==> config.mk <==
export PLATFORM = sky130hd
export DESIGN_NAME = mem_access_stage
export DESIGN_NICKNAME = d
export VERILOG_FILES = /design/src/rtl/mem_access_stage.sv
export SDC_FILE = /design/constraint.sdc
export NUM_CORES = 1
export LEC_CHECK = 0
export CAP_MARGIN = 20
export CORE_MARGIN = 10
export CORE_UTILIZATION = 41
export CTS_BUF_LIST = sky130_fd_sc_hd__clkbuf_8
export DETAILED_ROUTE_END_ITERATION = 8
export PLACE_DENSITY = 0.79
export SYNTH_ARGS = -nofsm -noshare
export SYNTH_HDL_FRONTEND = slang
export SYNTH_SLANG_ARGS = --single-unit
==> constraint.sdc <==
create_clock -name clk -period 1.5 [get_ports clk]
set_input_delay 0.3 -clock clk [delete_from_list [all_inputs] [get_ports clk]]
set_output_delay 0.3 -clock clk [all_outputs]
set_load 0.01 [all_outputs]
==> src/rtl/mem_access_stage.sv <==
// MEM pipeline stage: drives a req/ack data-memory handshake and stalls the front end until the access completes.
// Optional access watchdog is built only when MEM_TIMEOUT_EN is defined.
module mem_access_stage #(
  parameter int unsigned TIMEOUT = 15
) (
  input  logic       clk,
  input  logic       reset,
  input  logic [7:0] alu_result_in,
  input  logic [7:0] write_data_in,
  input  logic [2:0] rd_in,
  input  logic       mem_read_in,
  input  logic       mem_write_in,
  input  logic       reg_write_in,
  input  logic       mem_to_reg_in,
  output logic       stall_out,
  output logic       dmem_req,
  output logic       dmem_we,
  output logic [7:0] dmem_addr,
  output logic [7:0] dmem_wdata,
  input  logic       dmem_ack,
  input  logic [7:0] dmem_rdata,
  output logic [7:0] alu_result_out,
  output logic [7:0] read_data_out,
  output logic [2:0] rd_out,
  output logic       reg_write_out,
  output logic       mem_to_reg_out,
  output logic       timeout_err_out
);

  typedef enum logic {IDLE = 1'b0, BUSY = 1'b1} state_t;

  state_t state_reg;
  logic   access;
  logic   read_pending_reg;
  logic   timeout_hit;

  assign access = mem_read_in | mem_write_in;

`ifdef MEM_TIMEOUT_EN
  logic [3:0] tmo_cnt_reg;
  logic       timeout_err_reg;

  assign timeout_hit     = (state_reg == BUSY) && !dmem_ack && (tmo_cnt_reg == 4'(TIMEOUT - 1));
  assign timeout_err_out = timeout_err_reg;

  // Held at zero in IDLE so it always starts from zero on entry to BUSY.
  always_ff @(posedge clk) begin
    if (!reset) begin
      tmo_cnt_reg     <= 4'd0;
      timeout_err_reg <= 1'b0;
    end else begin
      if (state_reg == IDLE) tmo_cnt_reg <= 4'd0;
      else                   tmo_cnt_reg <= tmo_cnt_reg + 4'd1;
      if (timeout_hit) timeout_err_reg <= 1'b1;
    end
  end
`else
  assign timeout_hit     = 1'b0;
  assign timeout_err_out = 1'b0;
`endif

  // A timed-out access leaves the stage as a bubble, so the front end may advance.
  always_comb begin
    stall_out = 1'b0;
    if (reset) begin
      case (state_reg)
        IDLE:    stall_out = access;
        BUSY:    stall_out = !dmem_ack && !timeout_hit;
        default: stall_out = 1'b0;
      endcase
    end
  end

  always_ff @(posedge clk) begin
    if (!reset) begin
      state_reg        <= IDLE;
      read_pending_reg <= 1'b0;
      dmem_req         <= 1'b0;
      dmem_we          <= 1'b0;
      dmem_addr        <= 8'd0;
      dmem_wdata       <= 8'd0;
      alu_result_out   <= 8'd0;
      read_data_out    <= 8'd0;
      rd_out           <= 3'd0;
      reg_write_out    <= 1'b0;
      mem_to_reg_out   <= 1'b0;
    end else begin
      case (state_reg)
        IDLE: begin
          if (access) begin
            dmem_req         <= 1'b1;
            dmem_we          <= mem_write_in;
            dmem_addr        <= alu_result_in;
            dmem_wdata       <= write_data_in;
            read_pending_reg <= mem_read_in & ~mem_write_in;
            reg_write_out    <= 1'b0;
            mem_to_reg_out   <= 1'b0;
            state_reg        <= BUSY;
          end else begin
            alu_result_out <= alu_result_in;
            read_data_out  <= 8'd0;
            rd_out         <= rd_in;
            reg_write_out  <= reg_write_in;
            mem_to_reg_out <= mem_to_reg_in;
          end
        end
        BUSY: begin
          if (dmem_ack) begin
            dmem_req       <= 1'b0;
            dmem_we        <= 1'b0;
            alu_result_out <= alu_result_in;
            read_data_out  <= read_pending_reg ? dmem_rdata : 8'd0;
            rd_out         <= rd_in;
            reg_write_out  <= reg_write_in;
            mem_to_reg_out <= mem_to_reg_in;
            state_reg      <= IDLE;
          end else if (timeout_hit) begin
            dmem_req       <= 1'b0;
            dmem_we        <= 1'b0;
            read_data_out  <= 8'd0;
            reg_write_out  <= 1'b0;
            mem_to_reg_out <= 1'b0;
            state_reg      <= IDLE;
          end else begin
            reg_write_out  <= 1'b0;
            mem_to_reg_out <= 1'b0;
          end
        end
        default: state_reg <= IDLE;
      endcase
    end
  end

endmodule

# == Word level (Yosys, flattened, before mapping) ==
# Cells that the tools add are included.
# word_totals
ff_bits,41
latch_bits,0
ramBits,0
mem_bits_ro,0
inputBits,34
out_inout_bits,41
n_memories,0
# classes
add_sub_neg,0
multipliers,0
n_div,0
magnitude_cmp,0
n_eq_ne,3
n_shift,0
n_mux,26
bitwise,4
n_reduce_logical,4
# op_table
op,count
$mux W8,5
$pmux W8 S2,2
$pmux W1 S2,6
$mux W1,10
$mux W3,2
$ne A2 B2 Y1 const B,3
$pmux W3 S2,1
$reduce_and A2 Y1,3
$not A1 Y1,2
$and A1 B1 Y1,1
$logic_not A1 Y1,1
$or A1 B1 Y1,1

# == Logic depth before layout (Yosys ltp) ==
# Gate-level depths: netlist of run 1.
# logic_depth
ltp_word,3
ltp_mapped,5
mapped_depth_nobuf,3

# == Worst setup path before layout of run 1 ==
# No wires, ideal clock.
# synth_path
path_kind,register to register
from,register state_reg
to,register read_data_out[0]
arrival_time_ps,1048
required_time_ps,1383
path_slack_ps,335
path_stages_with_launch,4
period_less_slack_ps,1165
path_cell_list,dfxtp_1 > o311a_1 > buf_6 > a22o_1
# synth_between
elab_chain_cells,3
# synth_lines
element,line_no,text
"start, declared",32,state_t state_reg;
"start signal, assigned",76,state_reg <= IDLE;
"start signal, assigned",98,state_reg <= BUSY;
"start signal, assigned",116,state_reg <= IDLE;
$not A1 Y1 (no source line),--,
$ne A2 B2 Y1 (no source line),--,
$reduce_and A2 Y1 (no source line),--,
"end signal, assigned",112,read_data_out <= read_pending_reg ? dmem_rdata : 8'd0;
"end, declared",23,"output logic [7:0] read_data_out,"
# Several ways; a longest one is shown, not always the timed one.
# A chain may end at the register's enable or synchronous reset.

# == Final worst setup path of run 1 ==
# layout_path
from,register alu_result_out[0]
to,output port alu_result_out[0]
# layout_rtl
element,line_no,text
"start, declared",22,"output logic [7:0] alu_result_out,"
"start signal, assigned",100,alu_result_out <= alu_result_in;
"start signal, assigned",111,alu_result_out <= alu_result_in;
# No word-level cell between the ends.

==> summary.txt, run 1 <==
STA
  • Setup TNS: 0 ns
  • Final min period: 1.461 ns
  • Clock skew: 0.008071 ns
  • Max-slew violation count: 0
  • Setup ws final: 0.03934 ns
  • Final Hold Fails: 0
  • Fmax: 684.6 MHz
  • Final period util: 0.9738
  • # setup viols final: 0
  • Hold_ws: 0.4433 ns

Synthesis
  • Yosys reg bits: 41
  • Synthesized area: 1536 um2
  • Avg Inst Size Synth: 9.663 um2
  • Xor-xnor portion of the synthesized cell area: 0
  • Synthesized instance count: 159
  • Adder-Cell Fraction of Synth Area: 0
  • Fraction of the mapped netlist area in simple logic gates: 0.1710
  • Synth cell types: 24
  • Register area share after synthesis: 0.5342
  • Syn Nets: 193
  • Post-synthesis compound-gate area fraction: 0.1710
  • Mux contribution to synthesized area: 0.07166
  • Synth Warn #: 0
  • Largest family of logic cells by synthesized area: compound AO/OA/AOI/OAI gates

Setup path
  • CP Launch Type: flop
  • RR Endpoint: dmem_addr[3]
  • Delay-heaviest family, CP: buffers and inverters
  • CP Cell Sequence: clkdlybuf4s50_1
  • Crit-path max FO: 2
  • Slowest-stage cell, CP: clkdlybuf4s50_1
  • Buf/Inv on CP: 1
  • FF-to-FF path depth: 4
  • Crit. path cell count: 1
  • CP Data Arrival Time: 1.16 ns
  • R2R Path Start: state_reg
  • Worst endpoint required time: 1.20 ns
  • CP Capture Type: output port
  • R2R Setup Slk: 0.11 ns
  • Setup CP Type: flop to output port
  • Slowest stage delay, CP: 0.55 ns

Cells and area
  • Area of the multi-input gates: 639.4 um2
  • Area growth, synth to finish: 62.21%
  • Register area: 820.8 um2
  • Filler Cell Count: 301
  • Final Util: 0.6860
  • Share of layout cells above drive strength 1: 0.09205
  • Antenna cells: 0
  • Fin nets: 272

Floorplanning
  • Initial Util: 0.4229
  • Die area: 6596 um2
  • Core box area: 3633 um2
  • Chip width: 81.22 um
  • # IOs: 75
  • Die Y: 81.22 um
  • Row Count: 22

Clock tree
  • Clock Root Buffer: clkbuf_8
  • Clock Sinks: 41
  • CTS Buf Count: 5
  • CTS tree: done
  • Maximum root-to-sink buffer count: 2
  • Clk slew on worst S/H paths: 0.08 ns
  • H-Tree Depth: 2
  • Skew-Pair Late Insertion Delay: 0.29 ns

GRT
  • Largest net degree at the start of global routing: 46
  • GRT Overall Usage: 0.1214
  • Initial antenna violation count: 0
  • GRT overflow: 0
  • First-pass GRT wire length: 6334 um
  • Vias in the first global route: 1317

Min path
  • Worst hold endpoint: state_reg
  • Hold Path Depth: 3
  • Worst hold path type: primary input to flop
  • Hold Crit Start: mem_write_in

Place
  • GPL Wtd Cong: 0.7012
  • Place WS: -0.3851 ns
  • I/O Buffers: 73
  • HPWL Detailed: 3123 um

Power and ir drop
  • Clock power frac: 0.289
  • Comb pwr share: 0.195
  • P_sw: 0.0005659 W
  • Pwr Total: 0.002295 W
  • Internal power: 0.001729 W
  • Sw Share: 0.2466
  • Peak VDD IR: 0.5343 mV
  • Cell Pwr Density: 920.6 nW/um2
  • Flop pwr share: 0.516
  • Leakage: 1.440 nW

Route
  • DRC: 0
  • Via/cell ratio: 4.631
  • Total number of vias: 1329
  • DRT Pass-1 Iters: 4
  • Antenna Nets Post-Route: 0
  • Avg WL per Cell: 14.55 um
  • Total Routed Length: 4176 um
  • Initial DRC Count: 55

Run status
  • Status: complete, no violations

Flow run
  • Maximum Capacitance Violations: 0
## cell usage in the layout (no fill, tap or decap), types with 4 or more instances in the layout
cell type	n
a22o_1	8
mux2i_1	11
buf_4	7
dlymetal6s2s_1	26
clkdlybuf4s50_1	42
a21boi_0	16
dlygate4sd2_1	4
dfxtp_1	41
clkbuf_8	5
nand2_1	55
## per-stage QoR
stage / area [um2] / instances
floorplan: 1536 / 159
global placement: 2351 / 279
detailed placement: 2351 / 279
CTS: 2424 / 287
global route: 2492 / 287
finish: 2492 / 287
## power groups by stage
stage / clock, W / combinational, W / sequential, W
after global routing: 0.000739 / 0.000487 / 0.00119
final: 0.000663 / 0.000448 / 0.00118
after global placement: 0 / 0.000462 / 0.00121
after floorplan: 0 / 0.000165 / 0.00124
after detailed placement: 0 / 0.000468 / 0.00121
after CTS: 0.000685 / 0.000465 / 0.00119
## metal layers
layer / up-vias / GRT usage / wire length [um]
met3: 7 / 0.03532 / 263
met4: 0 / 0.05709 / 70
met2: 35 / 0.2086 / 2141
li1: 687 / - / -
met1: 600 / 0.1353 / 1701
met5: - / 0 / 0
## logic make-up after synthesis
group	after synthesis
flops	41
simple gates	63
other cells	1
buf+inv	11
mux	11
compound gates	32
## cells in the mapped netlist
cell type / instances / share of area
nor2_2: 1 / 0.0041
nand2_2: 1 / 0.0041
a21boi_0: 16 / 0.078
nand2_1: 55 / 0.13
nor2b_1: 2 / 0.0081
and3b_1: 2 / 0.011
a21oi_1: 1 / 0.0033
buf_1: 1 / 0.0024
a22o_1: 8 / 0.046
conb_1: 1 / 0.0024
nand2b_1: 1 / 0.0041
buf_2: 1 / 0.0033
buf_6: 3 / 0.022
o31a_1: 1 / 0.0057
nand3b_1: 1 / 0.0049
o21bai_2: 1 / 0.0073
o211a_1: 1 / 0.0065
a21boi_1: 1 / 0.0049
dfxtp_1: 41 / 0.53
o311a_1: 2 / 0.013
buf_4: 3 / 0.015
mux2i_1: 11 / 0.072
o21ba_2: 1 / 0.0065
clkbuf_1: 3 / 0.0073
## worst max-delay path by stage
| stage | start | endpoint | slack (ns) |
|---|---|---|---|
| floorplan | state_reg | read_data_out[0] | 0.34 |
| global placement | mem_write_in | stall_out | -0.36 |
| detailed placement | mem_write_in | stall_out | -0.39 |
| CTS | mem_write_in | stall_out | 0.001 |
| global route | state_reg | stall_out | -0.0003 |
| finish | alu_result_out[0] | alu_result_out[0] | 0.04 |
## layout make-up
cell class,instances,share of cell area
Timing Repair Buffer,83,0.3569
Sequential cell,41,0.3293
Multi-Input combinational cell,107,0.2565
Clock buffer,5,0.02761
Tap cell,48,0.02410
Clock inverter,3,0.005522
## timing repair
item                                    CTS  global route
gates resized for setup                   8            27
endpoints found under the setup margin    4            34
gates cloned                              0             0
hold buffers                              0             0
pin swaps                                 1             1
setup buffers                             0             0
No activity file was read; power rests on OpenSTA's default activity.
==> run 2: changes to the inputs <==
CORE_UTILIZATION = 44   (was 41)
GPL_TIMING_DRIVEN = 1   (was not set)
PLACE_DENSITY = 0.84   (was 0.79)
TNS_END_PERCENT = 1   (was not set)
clock period = 1.71 ns   (was 1.5 ns; I/O delays follow)
==> summary.txt, run 2 (synthesis results as in run 1) <==
Run status
  • Status: complete, no violations

Setup path
  • Crit-path max FO: 2 (unchanged)
  • CP Launch Type: primary input
  • CP Capture Type: output port
  • Crit path from: mem_read_in
  • Worst endpoint required time: 1.37 ns (+0.17 ns)
  • R2R Path Start: state_reg
  • Setup CP Type: primary input to output port
  • CP Data Arrival Time: 1.26 ns (+0.10 ns)

Cells and area
  • Commonest non-fill, non-tap cell in the layout: clkdlybuf4s50_1
  • Commonest cells after routing, fill and taps aside: clkdlybuf4s50_1 (72), nand2_1 (55), dfxtp_1 (41)
  • Antenna cells: 0 (unchanged)
  • Area growth, synth to finish: 59.94%
  • Share of layout cells above drive strength 1: 0.1037 (+0.01168)
  • Fin nets: 274 (+0.74%)
  • Final Util: 0.7307 (+0.04471)
  • Filler Cell Count: 279 (-7.3%)

Route
  • Total Routed Length: 4264 um (+2.1%)
  • Via/cell ratio: 4.592 (-0.83%)
  • Total number of vias: 1318 (-0.83%)
  • DRC: 0 (unchanged)
  • Avg WL per Cell: 14.86 um (+2.1%)
  • Initial DRC Count: 55 (unchanged)
  • DRT Pass-1 Iters: 4 (unchanged)
  • Antenna Nets Post-Route: 0 (unchanged)

Floorplanning
  • Chip width: 79.10 um (-2.6%)
  • Row Count: 21 (-4.5%)
  • Initial Util: 0.4568 (+0.03398)
  • Die area: 6256 um2 (-5.2%)
  • Die Y: 79.10 um (-2.6%)
  • # IOs: 75 (unchanged)
  • Core box area: 3363 um2 (-7.4%)

STA
  • # setup viols final: 0 (unchanged)
  • Max-slew violation count: 0 (unchanged)
  • Fmax: 625.2 MHz
  • Final period util: 0.9354
  • Final Hold Fails: 0 (unchanged)
  • Hold_ws: 0.4564 ns (+0.01310 ns)
  • RSZ-0062 raised after global routing: no
  • Clock skew: 0.002902 ns (-0.005169 ns)
  • Final min period: 1.600 ns

Clock tree
  • CTS Buf Count: 5 (unchanged)
  • CTS tree: done
  • H-Tree Depth: 2 (unchanged)
  • Skew-Pair Late Insertion Delay: 0.29 ns (about the same)
  • Clk slew on worst S/H paths: 0.07 ns (about the same)
  • Clock Root Buffer: clkbuf_8
  • Maximum root-to-sink buffer count: 2 (unchanged)
  • Cts hold-fix bufs: 0 (unchanged)
  • Clock Sinks: 41 (unchanged)

Power and ir drop
  • Leakage: 1.015 nW (-30%)
  • Peak VDD IR: 0.7103 mV (+33%)
  • Cell Pwr Density: 842.2 nW/um2 (-8.5%)

Min path
  • Worst hold path type: flop to flop
  • Hold Crit Start: alu_result_out[3]

Place
  • GPL Wtd Cong: 0.7090 (+1.1%)
  • HPWL Detailed: 3355 um (+7.4%)
  • I/O Buffers: 73 (unchanged)

GRT
  • Vias in the first global route: 1409 (+7.0%)
  • GRT overflow: 0 (unchanged)
  • First-pass GRT wire length: 6865 um (+8.4%)
  • GRT Overall Usage: 0.1373 (+0.01585)
  • Largest net degree at the start of global routing: 46 (unchanged)
  • Initial antenna violation count: 0 (unchanged)

Flow run
  • Maximum Capacitance Violations: 0 (unchanged)
-- run 2: changes by cell type in the layout (fill, tap and decap cells not counted), moves of 2 or more --
cell,before,now
buf_4,7,9
clkdlybuf4s50_1,42,72
dlygate4sd2_1,4,0
dlymetal6s2s_1,26,0
-- run 2: power breakdown --
part	switching [W]	total [W]	internal (W)	leakage (nW)
Combinational	0.000163	0.000413	0.000250	0.634
Sequential	0.0000297	0.00104	0.00101	0.336
Clock	0.000334	0.000615	0.000282	0.0439
-- run 2: through the flow --
stage / instance area, um2 / setup TNS [ns] / power [W] / std cells / setup slack [ns]
floorplan: 1536 / 0 / 0.001232 / 159 / 0.5320
global placement: 2369 / -0.3752 / 0.001475 / 278 / -0.2397
detailed placement: 2369 / -0.5278 / 0.001483 / 278 / -0.2468
CTS: 2456 / 0 / 0.002090 / 286 / 0.01077
global route: 2457 / 0 / 0.002163 / 287 / 0.08327
finish: 2457 / 0 / 0.002070 / 287 / 0.1105
-- run 2: critical path: stages --
cell             delay [ns]
clkdlybuf4s50_1        0.42
o311a_1                0.35
buf_2                  0.15
-- run 2: repair_timing --
item | 4_1_cts | 5_1_grt
setup buffers | 0 | 1
endpoints found under the setup margin | 1 | 1
cloned | 0 | 0
endpoints found under the hold margin | 0 | 0
gates resized for setup | 3 | 1
pin swaps | 0 | 1
-- run 2: final timing paths --
| kind | endpoint | slack, ns | cells past startpoint |
|---|---|---|---|
| setup reg to reg | read_data_out[5] | 0.32 | 4 |
| hold reg to reg | alu_result_out[3] | 0.46 | 2 |
| hold / removal | alu_result_out[3] | 0.46 | 2 |
| setup / recovery | stall_out | 0.11 | 3 |
-- run 2: cell type report --
cell class / count / area [um2] / area share
clock inverters: 3 / 17.52 / 0.007128
flip-flops and latches: 41 / 820.8 / 0.3340
well taps: 46 / 57.56 / 0.02342
clock buffers: 5 / 68.82 / 0.02800
multi-input cells: 107 / 639.4 / 0.2602
repair buffers: 85 / 853.3 / 0.3472
-- run 2: per-layer routing --
metal  vias up  wire length [um]  GRT usage
met4         0                63    0.04839
met5         -                 0          0
li1        688                 -          -
met2        33              2339     0.2586
met3         6               280    0.05968
met1       591              1580     0.1283
